File: config.mk
export PLATFORM = sky130hd
export DESIGN_NAME = mc_control_fsm_flat
export DESIGN_NICKNAME = d
export VERILOG_FILES = /design/src/rtl/mc_ctrl_if.sv /design/src/rtl/mc_control_fsm.sv /design/src/flat_wrapper.sv
export SDC_FILE = /design/constraint.sdc
export NUM_CORES = 1
export LEC_CHECK = 0
export CELL_PAD_IN_SITES_DETAIL_PLACEMENT = 1
export CELL_PAD_IN_SITES_GLOBAL_PLACEMENT = 2
export CORE_MARGIN = 10
export CORE_UTILIZATION = 29
export CTS_CLUSTER_DIAMETER = 200
export DETAILED_ROUTE_END_ITERATION = 12
export MAX_ROUTING_LAYER = met4
export PLACE_DENSITY_LB_ADDON = 0.1
export SYNTH_ARGS = -nofsm -noshare
export SYNTH_HDL_FRONTEND = slang
export SYNTH_SLANG_ARGS = --single-unit
export TNS_END_PERCENT = 100
File: constraint.sdc
create_clock -name clk -period 3.25 [get_ports clk]
set_clock_uncertainty 0.2 [all_clocks]
set_input_delay 0.65 -clock clk [delete_from_list [all_inputs] [get_ports clk]]
set_output_delay 0.65 -clock clk [all_outputs]
set_load 0.005 [all_outputs]
File: src/rtl/mc_ctrl_if.sv
// Control bundle between the multicycle control FSM (master) and the datapath (slave):
// instruction fields and ALU flag in, every enable/mux select out.
interface mc_ctrl_if #(
    parameter int STATE_W = 4
);
    logic [5:0]         opcode;
    logic [5:0]         funct;
    logic               zero;
    logic               pc_write;
    logic               pc_write_cond;
    logic               i_or_d;
    logic               mem_read;
    logic               mem_write;
    logic               ir_write;
    logic               mem_to_reg;
    logic               reg_dst;
    logic               reg_write;
    logic               alu_src_a;
    logic [1:0]         alu_src_b;
    logic [2:0]         alu_ctrl;
    logic [1:0]         pc_source;
    logic               illegal;
    logic [STATE_W-1:0] state;

    modport master (
        input  opcode, funct, zero,
        output pc_write, pc_write_cond, i_or_d, mem_read, mem_write, ir_write,
               mem_to_reg, reg_dst, reg_write, alu_src_a, alu_src_b, alu_ctrl,
               pc_source, illegal, state
    );

    modport slave (
        output opcode, funct, zero,
        input  pc_write, pc_write_cond, i_or_d, mem_read, mem_write, ir_write,
               mem_to_reg, reg_dst, reg_write, alu_src_a, alu_src_b, alu_ctrl,
               pc_source, illegal, state
    );
endinterface

File: src/rtl/mc_control_fsm.sv
// Multicycle MIPS-subset control FSM: Moore decode of state, memory wait counter and latched op/funct.
// Optional macro MC_PERF_CNT_EN adds cycle_cnt/instr_cnt performance counters.
module mc_control_fsm #(
    parameter int MEM_LAT = 1,
    parameter int STATE_W = 4
) (
    input  logic        clk,
    input  logic        rst_n,
    mc_ctrl_if.master   bus
`ifdef MC_PERF_CNT_EN
    ,
    output logic [31:0] cycle_cnt,
    output logic [31:0] instr_cnt
`endif
);
    localparam logic [3:0] S_FETCH     = 4'd0;
    localparam logic [3:0] S_DECODE    = 4'd1;
    localparam logic [3:0] S_MEM_ADDR  = 4'd2;
    localparam logic [3:0] S_MEM_READ  = 4'd3;
    localparam logic [3:0] S_LOAD_WB   = 4'd4;
    localparam logic [3:0] S_MEM_WRITE = 4'd5;
    localparam logic [3:0] S_R_EXEC    = 4'd6;
    localparam logic [3:0] S_R_WB      = 4'd7;
    localparam logic [3:0] S_BRANCH    = 4'd8;
    localparam logic [3:0] S_JUMP      = 4'd9;
    localparam logic [3:0] S_I_EXEC    = 4'd10;
    localparam logic [3:0] S_I_WB      = 4'd11;

    localparam logic [5:0] OP_RTYPE = 6'h00;
    localparam logic [5:0] OP_LW    = 6'h23;
    localparam logic [5:0] OP_SW    = 6'h2B;
    localparam logic [5:0] OP_BEQ   = 6'h04;
    localparam logic [5:0] OP_J     = 6'h02;
    localparam logic [5:0] OP_ADDI  = 6'h08;

    localparam logic [2:0] ALU_ADD = 3'b000;
    localparam logic [2:0] ALU_SUB = 3'b001;
    localparam logic [2:0] ALU_AND = 3'b010;
    localparam logic [2:0] ALU_OR  = 3'b011;
    localparam logic [2:0] ALU_SLT = 3'b100;

    localparam logic [3:0] WAIT_LAST = 4'(MEM_LAT - 1);

    // Returns {valid, alu_ctrl} for an R-type funct field.
    function automatic logic [3:0] funct_decode(input logic [5:0] f);
        case (f)
            6'h20:   return {1'b1, ALU_ADD};
            6'h22:   return {1'b1, ALU_SUB};
            6'h24:   return {1'b1, ALU_AND};
            6'h25:   return {1'b1, ALU_OR};
            6'h2A:   return {1'b1, ALU_SLT};
            default: return {1'b0, ALU_ADD};
        endcase
    endfunction

    logic [3:0] state_r;
    logic [3:0] next_s;
    logic [3:0] wait_r;
    logic [5:0] op_r;
    logic [5:0] funct_r;
    logic       mem_done_s;
    logic [3:0] r_dec_s;

    assign mem_done_s = (wait_r == WAIT_LAST);
    assign r_dec_s    = funct_decode(funct_r);

    // Next-state selection; memory states dwell until the wait counter expires.
    always_comb begin
        next_s = S_FETCH;
        case (state_r)
            S_FETCH:     next_s = mem_done_s ? S_DECODE : S_FETCH;
            S_DECODE: begin
                case (bus.opcode)
                    OP_RTYPE:     next_s = S_R_EXEC;
                    OP_LW, OP_SW: next_s = S_MEM_ADDR;
                    OP_BEQ:       next_s = S_BRANCH;
                    OP_J:         next_s = S_JUMP;
                    OP_ADDI:      next_s = S_I_EXEC;
                    default:      next_s = S_FETCH;
                endcase
            end
            S_MEM_ADDR:  next_s = (op_r == OP_LW) ? S_MEM_READ : S_MEM_WRITE;
            S_MEM_READ:  next_s = mem_done_s ? S_LOAD_WB : S_MEM_READ;
            S_MEM_WRITE: next_s = mem_done_s ? S_FETCH : S_MEM_WRITE;
            S_R_EXEC:    next_s = r_dec_s[3] ? S_R_WB : S_FETCH;
            S_I_EXEC:    next_s = S_I_WB;
            default:     next_s = S_FETCH;
        endcase
    end

    // State, wait counter and the op/funct captured in DECODE.
    always_ff @(posedge clk) begin
        if (!rst_n) begin
            state_r <= S_FETCH;
            wait_r  <= 4'd0;
            op_r    <= 6'd0;
            funct_r <= 6'd0;
        end else begin
            state_r <= next_s;
            wait_r  <= (next_s != state_r) ? 4'd0 : wait_r + 4'd1;
            if (state_r == S_DECODE) begin
                op_r    <= bus.opcode;
                funct_r <= bus.funct;
            end else begin
                op_r    <= op_r;
                funct_r <= funct_r;
            end
        end
    end

    logic       pc_write_s, pc_write_cond_s, i_or_d_s, mem_read_s, mem_write_s, ir_write_s;
    logic       mem_to_reg_s, reg_dst_s, reg_write_s, alu_src_a_s, illegal_s;
    logic [1:0] alu_src_b_s, pc_source_s;
    logic [2:0] alu_ctrl_s;

    // Moore control decode; anything a state does not name stays 0.
    always_comb begin
        pc_write_s = 1'b0; pc_write_cond_s = 1'b0; i_or_d_s = 1'b0; mem_read_s = 1'b0;
        mem_write_s = 1'b0; ir_write_s = 1'b0; mem_to_reg_s = 1'b0; reg_dst_s = 1'b0;
        reg_write_s = 1'b0; alu_src_a_s = 1'b0; illegal_s = 1'b0;
        alu_src_b_s = 2'b00; pc_source_s = 2'b00; alu_ctrl_s = ALU_ADD;
        case (state_r)
            S_FETCH: begin
                mem_read_s  = 1'b1;
                alu_src_b_s = 2'b01;
                ir_write_s  = mem_done_s;
                pc_write_s  = mem_done_s;
            end
            S_DECODE: begin
                alu_src_b_s = 2'b11;
                case (bus.opcode)
                    OP_RTYPE, OP_LW, OP_SW, OP_BEQ, OP_J, OP_ADDI: illegal_s = 1'b0;
                    default:                                       illegal_s = 1'b1;
                endcase
            end
            S_MEM_ADDR:  begin alu_src_a_s = 1'b1; alu_src_b_s = 2'b10; end
            S_MEM_READ:  begin mem_read_s = 1'b1; i_or_d_s = 1'b1; end
            S_LOAD_WB:   begin reg_write_s = 1'b1; mem_to_reg_s = 1'b1; end
            S_MEM_WRITE: begin mem_write_s = 1'b1; i_or_d_s = 1'b1; end
            S_R_EXEC: begin
                alu_src_a_s = 1'b1;
                alu_ctrl_s  = r_dec_s[2:0];
                illegal_s   = ~r_dec_s[3];
            end
            S_R_WB:      begin reg_write_s = 1'b1; reg_dst_s = 1'b1; end
            S_BRANCH: begin
                alu_src_a_s = 1'b1; alu_ctrl_s = ALU_SUB;
                pc_write_cond_s = 1'b1; pc_source_s = 2'b01;
            end
            S_JUMP:      begin pc_write_s = 1'b1; pc_source_s = 2'b10; end
            S_I_EXEC:    begin alu_src_a_s = 1'b1; alu_src_b_s = 2'b10; end
            S_I_WB:      reg_write_s = 1'b1;
            default:     illegal_s = 1'b0;
        endcase
    end

    // Reset forces every output low even before the first reset edge lands.
    assign bus.pc_write      = rst_n & pc_write_s;
    assign bus.pc_write_cond = rst_n & pc_write_cond_s;
    assign bus.i_or_d        = rst_n & i_or_d_s;
    assign bus.mem_read      = rst_n & mem_read_s;
    assign bus.mem_write     = rst_n & mem_write_s;
    assign bus.ir_write      = rst_n & ir_write_s;
    assign bus.mem_to_reg    = rst_n & mem_to_reg_s;
    assign bus.reg_dst       = rst_n & reg_dst_s;
    assign bus.reg_write     = rst_n & reg_write_s;
    assign bus.alu_src_a     = rst_n & alu_src_a_s;
    assign bus.illegal       = rst_n & illegal_s;
    assign bus.alu_src_b     = rst_n ? alu_src_b_s : 2'b00;
    assign bus.alu_ctrl      = rst_n ? alu_ctrl_s : 3'b000;
    assign bus.pc_source     = rst_n ? pc_source_s : 2'b00;
    assign bus.state         = rst_n ? STATE_W'(state_r) : {STATE_W{1'b0}};

`ifdef MC_PERF_CNT_EN
    logic instr_done_s;
    assign instr_done_s = (next_s == S_FETCH) &&
                          (state_r inside {S_R_WB, S_LOAD_WB, S_MEM_WRITE, S_BRANCH, S_JUMP, S_I_WB});

    // Free-running cycle counter and retired-instruction counter, both wrapping.
    always_ff @(posedge clk) begin
        if (!rst_n) begin
            cycle_cnt <= 32'd0;
            instr_cnt <= 32'd0;
        end else begin
            cycle_cnt <= cycle_cnt + 32'd1;
            if (instr_done_s) begin
                instr_cnt <= instr_cnt + 32'd1;
            end else begin
                instr_cnt <= instr_cnt;
            end
        end
    end
`endif
endmodule

File: src/flat_wrapper.sv
// flat-port wrapper written by rule: the top's interface ports become plain ports
module mc_control_fsm_flat 
#(
    parameter int MEM_LAT = 1,
    parameter int STATE_W = 4
)
  (clk, rst_n, bus_opcode, bus_funct, bus_zero, bus_pc_write, bus_pc_write_cond, bus_i_or_d, bus_mem_read, bus_mem_write, bus_ir_write, bus_mem_to_reg, bus_reg_dst, bus_reg_write, bus_alu_src_a, bus_alu_src_b, bus_alu_ctrl, bus_pc_source, bus_illegal, bus_state);
  mc_ctrl_if #(.STATE_W(STATE_W)) bus_i ();
  input  logic clk;
  input  logic rst_n;
  input wire logic [$bits(bus_i.opcode)-1:0] bus_opcode;
  input wire logic [$bits(bus_i.funct)-1:0] bus_funct;
  input wire logic [$bits(bus_i.zero)-1:0] bus_zero;
  output wire logic [$bits(bus_i.pc_write)-1:0] bus_pc_write;
  output wire logic [$bits(bus_i.pc_write_cond)-1:0] bus_pc_write_cond;
  output wire logic [$bits(bus_i.i_or_d)-1:0] bus_i_or_d;
  output wire logic [$bits(bus_i.mem_read)-1:0] bus_mem_read;
  output wire logic [$bits(bus_i.mem_write)-1:0] bus_mem_write;
  output wire logic [$bits(bus_i.ir_write)-1:0] bus_ir_write;
  output wire logic [$bits(bus_i.mem_to_reg)-1:0] bus_mem_to_reg;
  output wire logic [$bits(bus_i.reg_dst)-1:0] bus_reg_dst;
  output wire logic [$bits(bus_i.reg_write)-1:0] bus_reg_write;
  output wire logic [$bits(bus_i.alu_src_a)-1:0] bus_alu_src_a;
  output wire logic [$bits(bus_i.alu_src_b)-1:0] bus_alu_src_b;
  output wire logic [$bits(bus_i.alu_ctrl)-1:0] bus_alu_ctrl;
  output wire logic [$bits(bus_i.pc_source)-1:0] bus_pc_source;
  output wire logic [$bits(bus_i.illegal)-1:0] bus_illegal;
  output wire logic [$bits(bus_i.state)-1:0] bus_state;
  assign bus_i.opcode = bus_opcode;
  assign bus_i.funct = bus_funct;
  assign bus_i.zero = bus_zero;
  assign bus_pc_write = bus_i.pc_write;
  assign bus_pc_write_cond = bus_i.pc_write_cond;
  assign bus_i_or_d = bus_i.i_or_d;
  assign bus_mem_read = bus_i.mem_read;
  assign bus_mem_write = bus_i.mem_write;
  assign bus_ir_write = bus_i.ir_write;
  assign bus_mem_to_reg = bus_i.mem_to_reg;
  assign bus_reg_dst = bus_i.reg_dst;
  assign bus_reg_write = bus_i.reg_write;
  assign bus_alu_src_a = bus_i.alu_src_a;
  assign bus_alu_src_b = bus_i.alu_src_b;
  assign bus_alu_ctrl = bus_i.alu_ctrl;
  assign bus_pc_source = bus_i.pc_source;
  assign bus_illegal = bus_i.illegal;
  assign bus_state = bus_i.state;
  mc_control_fsm #(.MEM_LAT(MEM_LAT), .STATE_W(STATE_W)) u_core (.clk(clk), .rst_n(rst_n), .bus(bus_i));
endmodule
==> impl_metrics.yaml <==
run_status:
  status: "complete, no violations"
final_layout:
  finalNonFillerCells: 326
  drive_above_1_share: 0.2162
  final_cell_mix: "34 x buf_4, 31 x nand2_1, 29 x clkdlybuf4s50_1, 20 x dfxtp_1, 18 x a21oi_1"
  final_util: 0.4601
  n_fill_cell: 613
  syn_to_final_growth_pct: 52.25
  register_area_um2: 400.4
  multiInputGateArea_um2: 1011
  final_common_cell: "buf_4"
  fin_area_um2: 2202
  antennaDiodeCount: 0
  fin_nets: 277
logic_synthesis:
  yosysSeqAreaShare: 0.2768
  synth_cells: 199
  yosys.area.top_type: "dfxtp_1"
  synth_area_leaders: "dfxtp_1 28%, nand2_1 8.0%, a21oi_1 6.2%"
  yosysWarnings: 0
  yosys.area.top_type_share: 0.2768
  yosys_most_used_dff: "dfxtp_1"
  synth_cell_types: 48
  ys_ff_latch: 20
  syn_nets: 216
  async_flop_share: 0
  synth_edf_count: 0
  syn_area_per_cell_um2: 7.268
  syn_area_um2: 1446
clocking:
  cts-htree-levels: 1
  clk_latency_ns: 0.27
  clock_path_buffers: 2
  path_clk_slew_ns: 0.08
  ctsHoldBuffers: 0
  cts_buffers: 3
  cts_tree: "yes"
  clkSinkCount: 20
  cts_root_buf: "clkbuf_8"
power:
  power_frac_seq: 0.356
  clockPowerShare: 0.323
  p_comb_frac: 0.321
  power_leakage_nw: 0.8658
  finalPower_mw: 0.8118
  swShare: 0.3241
  p_int_mw: 0.5487
  cellPowerDensity_nw_per_um2: 368.7
  p_switching_mw: 0.2631
  irDropWorstVdd_mv: 0.1820
global_route:
  antenna_found_initial: 0
  grt_pass1_vias: 1857
  grt_usage: 0.1422
  overflow: 0
  grt_max_degree: 18
  grt_pass1_wl_mm: 9.425
worst_setup_path:
  cpPeakStageDelay_ns: 0.49
  cp-start-kind: "flip-flop"
  worstPathRequired_ns: 2.40
  path_class: "reg2out"
  crit_slowest_cell: "or3b_1"
  cp_cell_sequence: "inv_1 > ha_1 > or3b_1 > nor4_2 > or2_2 > clkdlybuf4s50_1"
  path_max_fanout: 6
  cp-end-kind: "primary output"
  critical_path_arrival_ns: 2.29
  r2r_slack_ns: 0.84
floorplanning:
  io_pins: 37
  initial_core_util: 0.3022
  rows: 25
  die_area_um2: 8212
  die-height_um: 90.62
  core_um2: 4786
  die-width_um: 90.62
detailed_routing:
  dr.pass1.iters: 4
  drt-initial-drc-count: 75
  vias: 1668
  via_per_inst: 5.117
  finalWirelength_mm: 5.584
  drc: 0
  ant_nets: 0
  routedWlPerCell_um: 17.13
placement:
  hpwl_mm: 4.128
  portBuffers: 35
  dpl_cell_area_um2: 1987
  routabilityCongestion: 0.8296
  post-place-cells: 311
min_path:
  hold_class: "reg2reg"
sta:
  fin_crit_ns: 3.137
  finalCritPeriodShare: 0.9653
  setup_violations: 0
  relSlewSlack: 0.5712
  hold_viol: 0
  fmax_ghz: 0.3188
  maxSlewViolCount: 0
  tightest_slew_ns: 0.6419
job:
  drv_cap: 0
-- sequential cells by signal (all words and copies together) (netlist names) --
| name | cells |
|---|---|
| u_core.funct_r | 6 |
| u_core.op_r | 6 |
| u_core.state_r | 4 |
| u_core.wait_r | 4 |
-- cell usage after synthesis, types with 2 or more instances --
library cell / number
a21o_1: 2
a21oi_1: 18
and2_1: 5
and3b_1: 2
buf_2: 5
buf_4: 3
clkbuf_1: 5
dfxtp_1: 20
ha_1: 2
inv_1: 6
mux2i_1: 3
nand2_1: 31
nand2b_1: 11
nand3_1: 5
nand4_1: 2
nor2_1: 15
nor3_1: 12
nor4_1: 7
o211ai_1: 3
o21a_1: 2
o21ai_0: 4
o221ai_1: 2
o31a_1: 3
or2_2: 4
or3_1: 2
xnor2_1: 2
xor2_1: 2
-- worst paths after layout --
| kind | cells after the start | start | end |
|---|---|---|---|
| setup / recovery | 6 | u_core.wait_r[0] | bus_pc_write |
| hold / removal | 2 | u_core.op_r[2] | u_core.op_r[2] |
| setup reg to reg | 7 | u_core.wait_r[0] | u_core.wait_r[3] |
| hold reg to reg | 2 | u_core.op_r[2] | u_core.op_r[2] |
-- cell type report --
cell class	count	area share
Timing Repair Buffer	69	0.2767
Clock buffer	3	0.01875
Inverter	7	0.01193
Sequential cell	20	0.1818
Tap cell	67	0.03807
Clock inverter	1	0.01364
Multi-Input combinational cell	159	0.4591
-- repair_timing --
| action | in CTS | in global routing |
|---|---|---|
| buffers inserted | 11 | 1 |
| pin swaps | 1 | 5 |
| gates resized for setup | 5 | 11 |
| endpoints found under the setup margin | 8 | 6 |
-- kinds of logic after synthesis --
family | Yosys count | share of synthesized area
AND/OR/NAND/NOR | 106 | 0.3884
AO/OA/AOI/OAI | 43 | 0.1990
buffers and inverters | 20 | 0.06401
flip-flops | 20 | 0.2768
XOR/XNOR | 4 | 0.02423
multiplexers | 4 | 0.03028
adder cells (fa/ha/maj) | 2 | 0.01730
-- per-stage QoR --
step / TNS (ns) / hold WS, ns / setup slack (ns)
2_1_floorplan: 0 / 0.2315 / 0.6471
3_3_place_gp: -0.3989 / 0.2401 / -0.1146
3_5_place_dp: -0.6293 / 0.2560 / -0.1484
4_1_cts: 0 / 0.2677 / 0.02292
5_1_grt: -0.02125 / 0.2883 / -0.02125
6_report: 0 / 0.2652 / 0.1127
-- layer usage --
metal,up-vias,track usage,routed length (um)
met2,34,0.2536,2906
met5,-,-,0
met3,9,0.02328,173
li1,828,-,-
met4,0,0.03846,120
met1,797,0.1593,2384
-- worst max-delay path, delay by kind of cell (launching register included) --
kind	cells	cell delay (ns)
fa+ha+maj	1	0.16
simple gates	3	0.94
buf+inv	2	0.58
flops	1	0.33
-- power by group through the flow --
stage | registers, mW | clock network [mW] | logic, mW
after floorplan | 0.285 | 0 | 0.144
after global placement | 0.292 | 0 | 0.233
after detailed placement | 0.295 | 0 | 0.244
after CTS | 0.289 | 0.267 | 0.251
after global routing | 0.293 | 0.279 | 0.290
final | 0.289 | 0.262 | 0.261
Note: power is estimated with default switching activity, not from simulation.
